### src/rtl/packet_source_arbiter_pkg.sv
// Shared types for the packet source arbiter: FSM state encoding and the
// width of the abort counter.
package packet_source_arbiter_pkg;

    typedef enum logic [1:0] {
        ST_IDLE  = 2'd0,
        ST_BUSY  = 2'd1,
        ST_ABORT = 2'd2
    } state_e;

    localparam int ABORT_CNT_W = 8;

endpackage

### src/rtl/packet_source_arbiter_rr_pick.sv
// Combinational round-robin picker: returns the first set request found by
// scanning last+1, last+2, ... with wrap modulo COUNT.
module rr_pick
    import packet_source_arbiter_pkg::*;
#(
    parameter int COUNT = 3,
    localparam int IW = (COUNT > 1) ? $clog2(COUNT) : 1
) (
    input  logic [COUNT-1:0] req,
    input  logic [IW-1:0]    last,
    output logic             valid,
    output logic [IW-1:0]    idx
);

    logic [IW-1:0] cand;

    always_comb begin
        valid = 1'b0;
        idx   = '0;
        cand  = last;
        for (int i = 0; i < COUNT; i++) begin
            cand = (cand == IW'(COUNT - 1)) ? '0 : cand + IW'(1);
            if (!valid && req[cand]) begin
                valid = 1'b1;
                idx   = cand;
            end
        end
    end

endmodule

### src/rtl/packet_source_arbiter.sv
// Packet-atomic round-robin arbiter feeding one splitter input from COUNT
// pop-style sources. Define PACKET_SOURCE_ARBITER_TIMEOUT_EN to enable the stall abort.
module packet_source_arbiter
    import packet_source_arbiter_pkg::*;
#(
    parameter int WIDTH   = 8,
    parameter int COUNT   = 3,
    parameter int TIMEOUT = 255,
    localparam int GW = (COUNT > 1) ? $clog2(COUNT) : 1
) (
    input  logic                   clk,
    input  logic                   rst_n,
    input  logic [COUNT-1:0]       src_nempty,
    input  logic [COUNT*WIDTH-1:0] src_data,
    input  logic [COUNT-1:0]       src_end,
    output logic [COUNT-1:0]       src_pop,
    input  logic                   out_full,
    output logic                   out_shift,
    output logic [WIDTH-1:0]       out_data,
    output logic                   out_end,
    output logic                   busy,
    output logic [GW-1:0]          grant,
    output logic [ABORT_CNT_W-1:0] abort_count
);

    state_e           state_q, state_d;
    logic [GW-1:0]    grant_q, grant_d;
    logic [GW-1:0]    last_q, last_d;
    logic             pick_valid;
    logic [GW-1:0]    pick_idx;
    logic [WIDTH-1:0] words [COUNT];

`ifdef PACKET_SOURCE_ARBITER_TIMEOUT_EN
    localparam int SW = $clog2(TIMEOUT + 1);
    logic [SW-1:0]          stall_q, stall_d;
    logic [ABORT_CNT_W-1:0] abort_q, abort_d;
`endif

    rr_pick #(.COUNT(COUNT)) u_pick (
        .req   (src_nempty),
        .last  (last_q),
        .valid (pick_valid),
        .idx   (pick_idx)
    );

    always_comb begin
        for (int k = 0; k < COUNT; k++) begin
            words[k] = src_data[k*WIDTH +: WIDTH];
        end
    end

    always_comb begin
        state_d   = state_q;
        grant_d   = grant_q;
        last_d    = last_q;
        out_shift = 1'b0;
        src_pop   = '0;
        out_data  = '0;
        out_end   = 1'b0;
`ifdef PACKET_SOURCE_ARBITER_TIMEOUT_EN
        stall_d   = stall_q;
        abort_d   = abort_q;
`endif
        case (state_q)
            ST_IDLE: begin
                if (pick_valid) begin
                    grant_d = pick_idx;
                    state_d = ST_BUSY;
`ifdef PACKET_SOURCE_ARBITER_TIMEOUT_EN
                    stall_d = '0;
`endif
                end
            end
            ST_BUSY: begin
                out_data         = words[grant_q];
                out_end          = src_end[grant_q];
                out_shift        = src_nempty[grant_q] && !out_full;
                src_pop[grant_q] = out_shift;
                if (out_shift && out_end) begin
                    last_d  = grant_q;
                    state_d = ST_IDLE;
                end
`ifdef PACKET_SOURCE_ARBITER_TIMEOUT_EN
                // Only an empty granted source counts as a stall, not backpressure.
                if (out_shift) begin
                    stall_d = '0;
                end else if (!src_nempty[grant_q]) begin
                    stall_d = stall_q + 1'b1;
                    if (stall_d == SW'(TIMEOUT)) begin
                        state_d = ST_ABORT;
                    end
                end
`endif
            end
`ifdef PACKET_SOURCE_ARBITER_TIMEOUT_EN
            ST_ABORT: begin
                // Terminate the downstream packet with a zero end word.
                out_end   = 1'b1;
                out_shift = !out_full;
                if (out_shift) begin
                    last_d  = grant_q;
                    state_d = ST_IDLE;
                    stall_d = '0;
                    if (abort_q != '1) begin
                        abort_d = abort_q + 1'b1;
                    end
                end
            end
`endif
            default: state_d = ST_IDLE;
        endcase
    end

    always_ff @(posedge clk) begin
        if (!rst_n) begin
            state_q <= ST_IDLE;
            grant_q <= '0;
            last_q  <= GW'(COUNT - 1);
`ifdef PACKET_SOURCE_ARBITER_TIMEOUT_EN
            stall_q <= '0;
            abort_q <= '0;
`endif
        end else begin
            state_q <= state_d;
            grant_q <= grant_d;
            last_q  <= last_d;
`ifdef PACKET_SOURCE_ARBITER_TIMEOUT_EN
            stall_q <= stall_d;
            abort_q <= abort_d;
`endif
        end
    end

    assign busy  = (state_q == ST_BUSY) || (state_q == ST_ABORT);
    assign grant = grant_q;

`ifdef PACKET_SOURCE_ARBITER_TIMEOUT_EN
    assign abort_count = abort_q;
`else
    assign abort_count = '0;
`endif

endmodule

### config.mk
export PLATFORM = sky130hd
export DESIGN_NAME = packet_source_arbiter
export DESIGN_NICKNAME = d
export VERILOG_FILES = /design/src/rtl/packet_source_arbiter_pkg.sv /design/src/rtl/packet_source_arbiter_rr_pick.sv /design/src/rtl/packet_source_arbiter.sv
export SDC_FILE = /design/constraint.sdc
export NUM_CORES = 1
export LEC_CHECK = 0
export CAP_MARGIN = 20
export CORE_AREA = 2 2 39 41
export CTS_BUF_LIST = sky130_fd_sc_hd__clkbuf_4 sky130_fd_sc_hd__clkbuf_8
export CTS_CLUSTER_DIAMETER = 100
export DETAILED_ROUTE_END_ITERATION = 10
export DIE_AREA = 0 0 41 43
export DONT_BUFFER_PORTS = 1
export PLACE_DENSITY = 0.68
export SLEW_MARGIN = 15
export SYNTH_ARGS = -nofsm -noshare
export SYNTH_HDL_FRONTEND = slang
export SYNTH_SLANG_ARGS = --single-unit
### constraint.sdc
create_clock -name clk -period 3.58 [get_ports clk]
set_input_delay 0.716 -clock clk [delete_from_list [all_inputs] [get_ports clk]]
set_output_delay 0.716 -clock clk [all_outputs]
set_load 0.02 [all_outputs]
* Yosys cells after proc, flatten, opt, wreduce, memory -nomap -nowiden
Index checks and enable logic that the tools add are counted.
** Storage, ports and cells
- Input bits :: 33
- Logic and storage cells :: 65
- Flip-flop bits (word level) :: 6
** Operators by class
- Equality and inequality tests :: 7
- Multiplexer cells :: 31
- $lt $le $gt $ge :: 6
- Bitwise logic cells :: 2
- Reduce and logical (&&, ||, !) cells :: 13
- $add $sub $neg :: 3
** Operator list (number)
- 2-to-1 mux 8 bit :: 3
- binary-select mux 8 bit (select 2 bit) :: 1
- 2-to-1 mux 2 bit :: 8
- < comparator 2 x 3 -> 1 bit, second input constant :: 4
- 2-to-1 mux 1 bit :: 11
- binary-select mux 1 bit (select 2 bit) :: 5
- == test 2 bit, second input constant :: 4
- adder 2 x 1 -> 2 bit, second input constant :: 3
- AND reduction 2 bit :: 3
- logical AND 1 bit :: 5
- inequality test 2 bit, second input constant :: 2
- case mux 2 bit (2 select lines) :: 1
- bitwise AND 3 bit :: 1
- greater-or-equal comparator 3 bit, second input constant :: 1
- zero test 1 bit :: 3
- 2-to-1 mux 3 bit :: 1
- NOT 2 -> 3 bit :: 1
- demux 1 bit (select 2 bit) :: 1
- == test 2 x 1 -> 1 bit, second input constant :: 1
- greater-or-equal comparator 2 x 1 -> 1 bit, second input constant :: 1
- zero test 2 bit :: 1
- logical OR 1 bit :: 1

* Longest topological paths before layout
- Word-level depth :: 13
- Depth in mapped cells :: 6
- Gate-level depth less buffers :: 4

* Modules after synthesis
Synthesis repeated with hierarchy kept, for this count alone.
** Unflattened totals
- Cell total of the unflattened synthesis :: 87
- Area, all modules :: 631.9 um^2
** Modules (own cells, without submodules)
- packet_source_arbiter :: area an instance 581.8 um^2, instances 1, seq. area each 100.1 um^2, cells each 79
- rr_pick :: area an instance 50.0 um^2, instances 1, seq. area each 0.0 um^2, cells each 8

* Worst setup path before layout
OpenSTA, ideal clock, no wires.
- Kind :: input port to output port
- Start :: in src_nempty[1]
- End :: out src_pop[2]
- Data arrival time :: 1.887 ns
- Stages :: 4
- Slack :: 0.977 ns
- Path through :: mux2i_1 -> o21a_1 -> nor3b_1 -> and2_1
** Between the ends
- Longest elaborated chain between the ends :: 5
** Ends and longest elaborated chain
- start: declaration :: line packet_source_arbiter.sv:13 : input logic [COUNT-1:0] src_nempty,
- binary-select mux 1 bit (select 2 bit) :: line packet_source_arbiter.sv:77 : out_shift = src_nempty[grant_q] && !out_full;
- 2-to-1 mux 1 bit (not written as such) :: line packet_source_arbiter.sv:77
- logical AND 1 bit :: line packet_source_arbiter.sv:77
- bitwise AND 3 bit (no line)
- 2-to-1 mux 3 bit :: line packet_source_arbiter.sv:64 : case (state_q)
- end: declaration :: line packet_source_arbiter.sv:16 : output logic [COUNT-1:0] src_pop,
Every way passes these cells. The select of a mux whose other input is x is not followed.

* Final worst setup path
- Start :: reg grant_q[1], in the netlist grant[1]
- End :: out out_end
** Between the ends
- Longest elaborated chain between the ends :: 3
** Ends and longest elaborated chain
- start: declaration :: line packet_source_arbiter.sv:27 : logic [GW-1:0] grant_q, grant_d;
- start signal: assignment :: line packet_source_arbiter.sv:125 : grant_q <= grant_d;
- binary-select mux 1 bit (select 2 bit) :: line packet_source_arbiter.sv:76 : out_end = src_end[grant_q];
- 2-to-1 mux 1 bit (not written as such) :: line packet_source_arbiter.sv:76
- 2-to-1 mux 1 bit :: line packet_source_arbiter.sv:64
- end: declaration :: line packet_source_arbiter.sv:20 : output logic out_end,
Every way passes these cells. The select of a mux whose other input is x is not followed.

==> run summary <==
==============================================================================
Outcome ......................................................... finished, final reports clean
HPWL after DPL ..................................................      1060 um
Kind of capture point of the worst setup path ................... primary output
GRT Total Usage .................................................        0.182
IO Count ........................................................           57
Post-Syn Area per Cell ..........................................   7.70 sq um
Total vias in the final route ...................................          566
Minimum clock period ............................................      2.86 ns
Floorplan die area ..............................................   1760 sq um
Period Utilization, post-route ..................................        0.800
Number of different library cells in the post-synthesis netlist .           22
Buf+Inv Stages, Crit Path .......................................            0
Vias per std cell ...............................................         5.72
Total CTS buffers ...............................................            3
Post-Place Setup Slack ..........................................     0.949 ns
Detailed-router iteration count before antenna repair ...........            4
Violation count after the first detailed-route iteration ........           12
Remaining DRCs ..................................................            0
Startpoint class of the critical path ...........................     register
Root buffer cell ................................................ sky130_fd_sc_hd__clkbuf_4
Cell-by-cell trace of the critical path ......................... nor2b_1 > a2bb2oi_2 > nor2b_1
Effective utilization at floorplan ..............................        0.462
Post-synthesis instance area ....................................    639 sq um
Cell types occupying the most area after synthesis .............. sky130_fd_sc_hd__mux2i_1, sky130_fd_sc_hd__dfxtp_1, sky130_fd_sc_hd__buf_4
Setup bufs post-CTS .............................................            0
Sum of overflow across all layers after global routing ..........            0
Via count of the first global-routing pass ......................          512
Largest delay contributor family on the critical path ........... simple AND/OR/NAND/NOR gates
Max rail drop VDD ...............................................     0.155 mV
Count of maximum capacitance violations .........................            0
Number of max-slew violations in the final report ...............            0
Clock sink count ................................................            5
DRT antenna net count ...........................................            0
TritonCTS clock tree ............................................        built
Number of warnings issued by yosys ..............................            0
Maximum buffer depth of the clock tree ..........................            2
Layout overhead on the synthesized area .........................           0%
Final Hold Slack ................................................     0.481 ns
Critical path class ............................................. register to primary output
Worst hold-check path type ...................................... register to register
Number of failing hold endpoints at the final stage .............            0
Share of post-route cells with drive strength above 1 ...........       0.0964
Most common cell type on the critical path ...................... sky130_fd_sc_hd__nor2b_1
Critical path arrival ...........................................      2.15 ns
Global placement routability congestion .........................        0.689
Clock transition at the registers of the reported paths .........      0.04 ns
Final setup slack of the worst path .............................     0.717 ns
Core Footprint ..................................................   1380 sq um
Total routed wirelength .........................................      1460 um
Number of standard cells after synthesis ........................           83
Number of gates resized after cts ...............................            0
Hold buffer count at CTS ........................................            0
Clock insertion delay at the later pin of the skew report .......      0.25 ns
Flip-flop and latch count after synthesis .......................            5
Total inserted antenna cells ....................................            0
Routed wirelength normalized by instance count ..................      14.7 um
Static leakage power ............................................     0.218 nW
Measured slew at the worst slew-check pin .......................     0.662 ns
Finish-stage setup viols ........................................            0
Sequential share of the synthesized area ........................        0.157
Final TNS setup .................................................         0 ns
Pin count of the biggest net entering global routing ............           19
Setup repair after global routing missed its margin .............        false
Wire length of the first global-routing pass ....................      2210 um
Chip Width ......................................................        41 um
Count of port buffers added during placement ....................            0
Worst Path Max Fanout ...........................................           16
Largest stage delay, worst path .................................      0.74 ns
Final Net Count .................................................          117
Yosys top cell by area .......................................... sky130_fd_sc_hd__mux2i_1
Std cell rows ...................................................           14
H-tree levels ...................................................            1
Worst path required time ........................................      2.86 ns
Final setup skew ................................................   0.00443 ns
Antenna violations before repair ................................            0
Max-slew headroom ...............................................        0.558
Area share of the largest cell type after synthesis .............        0.188
Critical-path top delay cell .................................... sky130_fd_sc_hd__dfxtp_1
Power density cells .............................................  314 nW/um^2
Fmax achieved ...................................................    0.349 GHz
Die Ht ..........................................................        43 um
==============================================================================
-- logic make-up (layout without fill, tap and decap cells) --
group / Yosys count / after routing / share of synthesized area
AO/OA/AOI/OAI: 17 / 17 / 0.170
buffers and inverters: 13 / 6 / 0.143
flip-flops: 5 / 5 / 0.157
multiplexers: 12 / 12 / 0.188
other: 1 / 8 / 0.00587
AND/OR/NAND/NOR: 35 / 35 / 0.337
-- worst paths after layout --
| check | cells after the start | slack (ns) | to | start |
|---|---|---|---|---|
| hold / removal | 2 | 0.48 | last_q[0] | last_q[0] |
| hold reg to reg | 2 | 0.48 | last_q[0] | last_q[0] |
| setup / recovery | 3 | 0.72 | out_end | grant[1] |
| setup reg to reg | 4 | 1.38 | last_q[1] | grant[1] |
-- Yosys cell counts (all sizes together) --
library cell,number
and2,10
nand3b,3
nor2,1
o21a,1
o22ai,2
nor2b,7
clkbuf,2
o41ai,1
nor3b,1
dfxtp,5
a2bb2oi,1
o21ai,10
buf,11
nor3,1
mux2i,12
conb,1
a21boi,2
nand2,10
nor4b,2
-- where the power goes --
group / leakage (nW) / internal [W] / switching, W
clock network: 0.0184 / 0.0000497 / 0.0000239
logic: 0.158 / 0.0000226 / 0.0000367
registers: 0.0409 / 0.0000584 / 0.00000974
-- area by class of cell --
cell class / instances / area [sq um]
fill: 140 / 744
multi-input combinational: 72 / 474
sequential: 5 / 100
clock buffer: 4 / 30.0
tap: 16 / 20.0
timing repair buffer: 2 / 15.0
-- per-layer routing --
metal | track usage | share of wire
met5 | 0 | 0
met4 | 0.0800 | 0.014
met3 | 0.0576 | 0.089
met2 | 0.291 | 0.52
met1 | 0.211 | 0.38
-- registers in the layout, summed over array words and instances (netlist names) --
| name | flops |
|---|---|
| last_q | 2 |
| grant | 2 |
| state_q | 1 |
-- worst min-delay path, cell delays in order (launching register included) --
cell	delay (ns)
sky130_fd_sc_hd__dfxtp_1	0.32
sky130_fd_sc_hd__nand2_1	0.06
sky130_fd_sc_hd__mux2i_1	0.05
-- stage by stage --
| stage | instance area (sq um) | instances | total power (W) | utilization |
|---|---|---|---|---|
| 6_report | 639 | 99 | 0.000201 | 0.462 |
| 3_5_place_dp | 609 | 95 | 0.000128 | 0.440 |
| 3_3_place_gp | 609 | 95 | 0.000127 | 0.440 |
| 5_1_grt | 639 | 99 | 0.000214 | 0.462 |
| 4_1_cts | 639 | 99 | 0.000203 | 0.462 |
| 2_1_floorplan | 666 | 90 | 0.000129 | - |
-- cell usage in the layout, fill, tap and decap left out --
master | Yosys | layout
sky130_fd_sc_hd__o41ai_1 | 1 | 1
sky130_fd_sc_hd__a2bb2oi_2 | 1 | 1
sky130_fd_sc_hd__o21ai_0 | 10 | 10
sky130_fd_sc_hd__clkbuf_4 | 0 | 4
sky130_fd_sc_hd__o21a_1 | 1 | 1
sky130_fd_sc_hd__and2_1 | 10 | 10
sky130_fd_sc_hd__buf_4 | 9 | 2
sky130_fd_sc_hd__mux2i_1 | 12 | 12
sky130_fd_sc_hd__nand3b_1 | 3 | 3
sky130_fd_sc_hd__nor4b_4 | 1 | 1
sky130_fd_sc_hd__o22ai_1 | 2 | 2
sky130_fd_sc_hd__nand2_1 | 10 | 10
sky130_fd_sc_hd__nor2_1 | 1 | 1
sky130_fd_sc_hd__conb_1 | 1 | 8
sky130_fd_sc_hd__a21boi_0 | 2 | 2
sky130_fd_sc_hd__nor4b_1 | 1 | 1
sky130_fd_sc_hd__nor3_1 | 1 | 1
sky130_fd_sc_hd__nor2b_1 | 7 | 7
sky130_fd_sc_hd__dfxtp_1 | 5 | 5
sky130_fd_sc_hd__nor3b_1 | 1 | 1
Note: power is estimated with default switching activity, not from simulation.
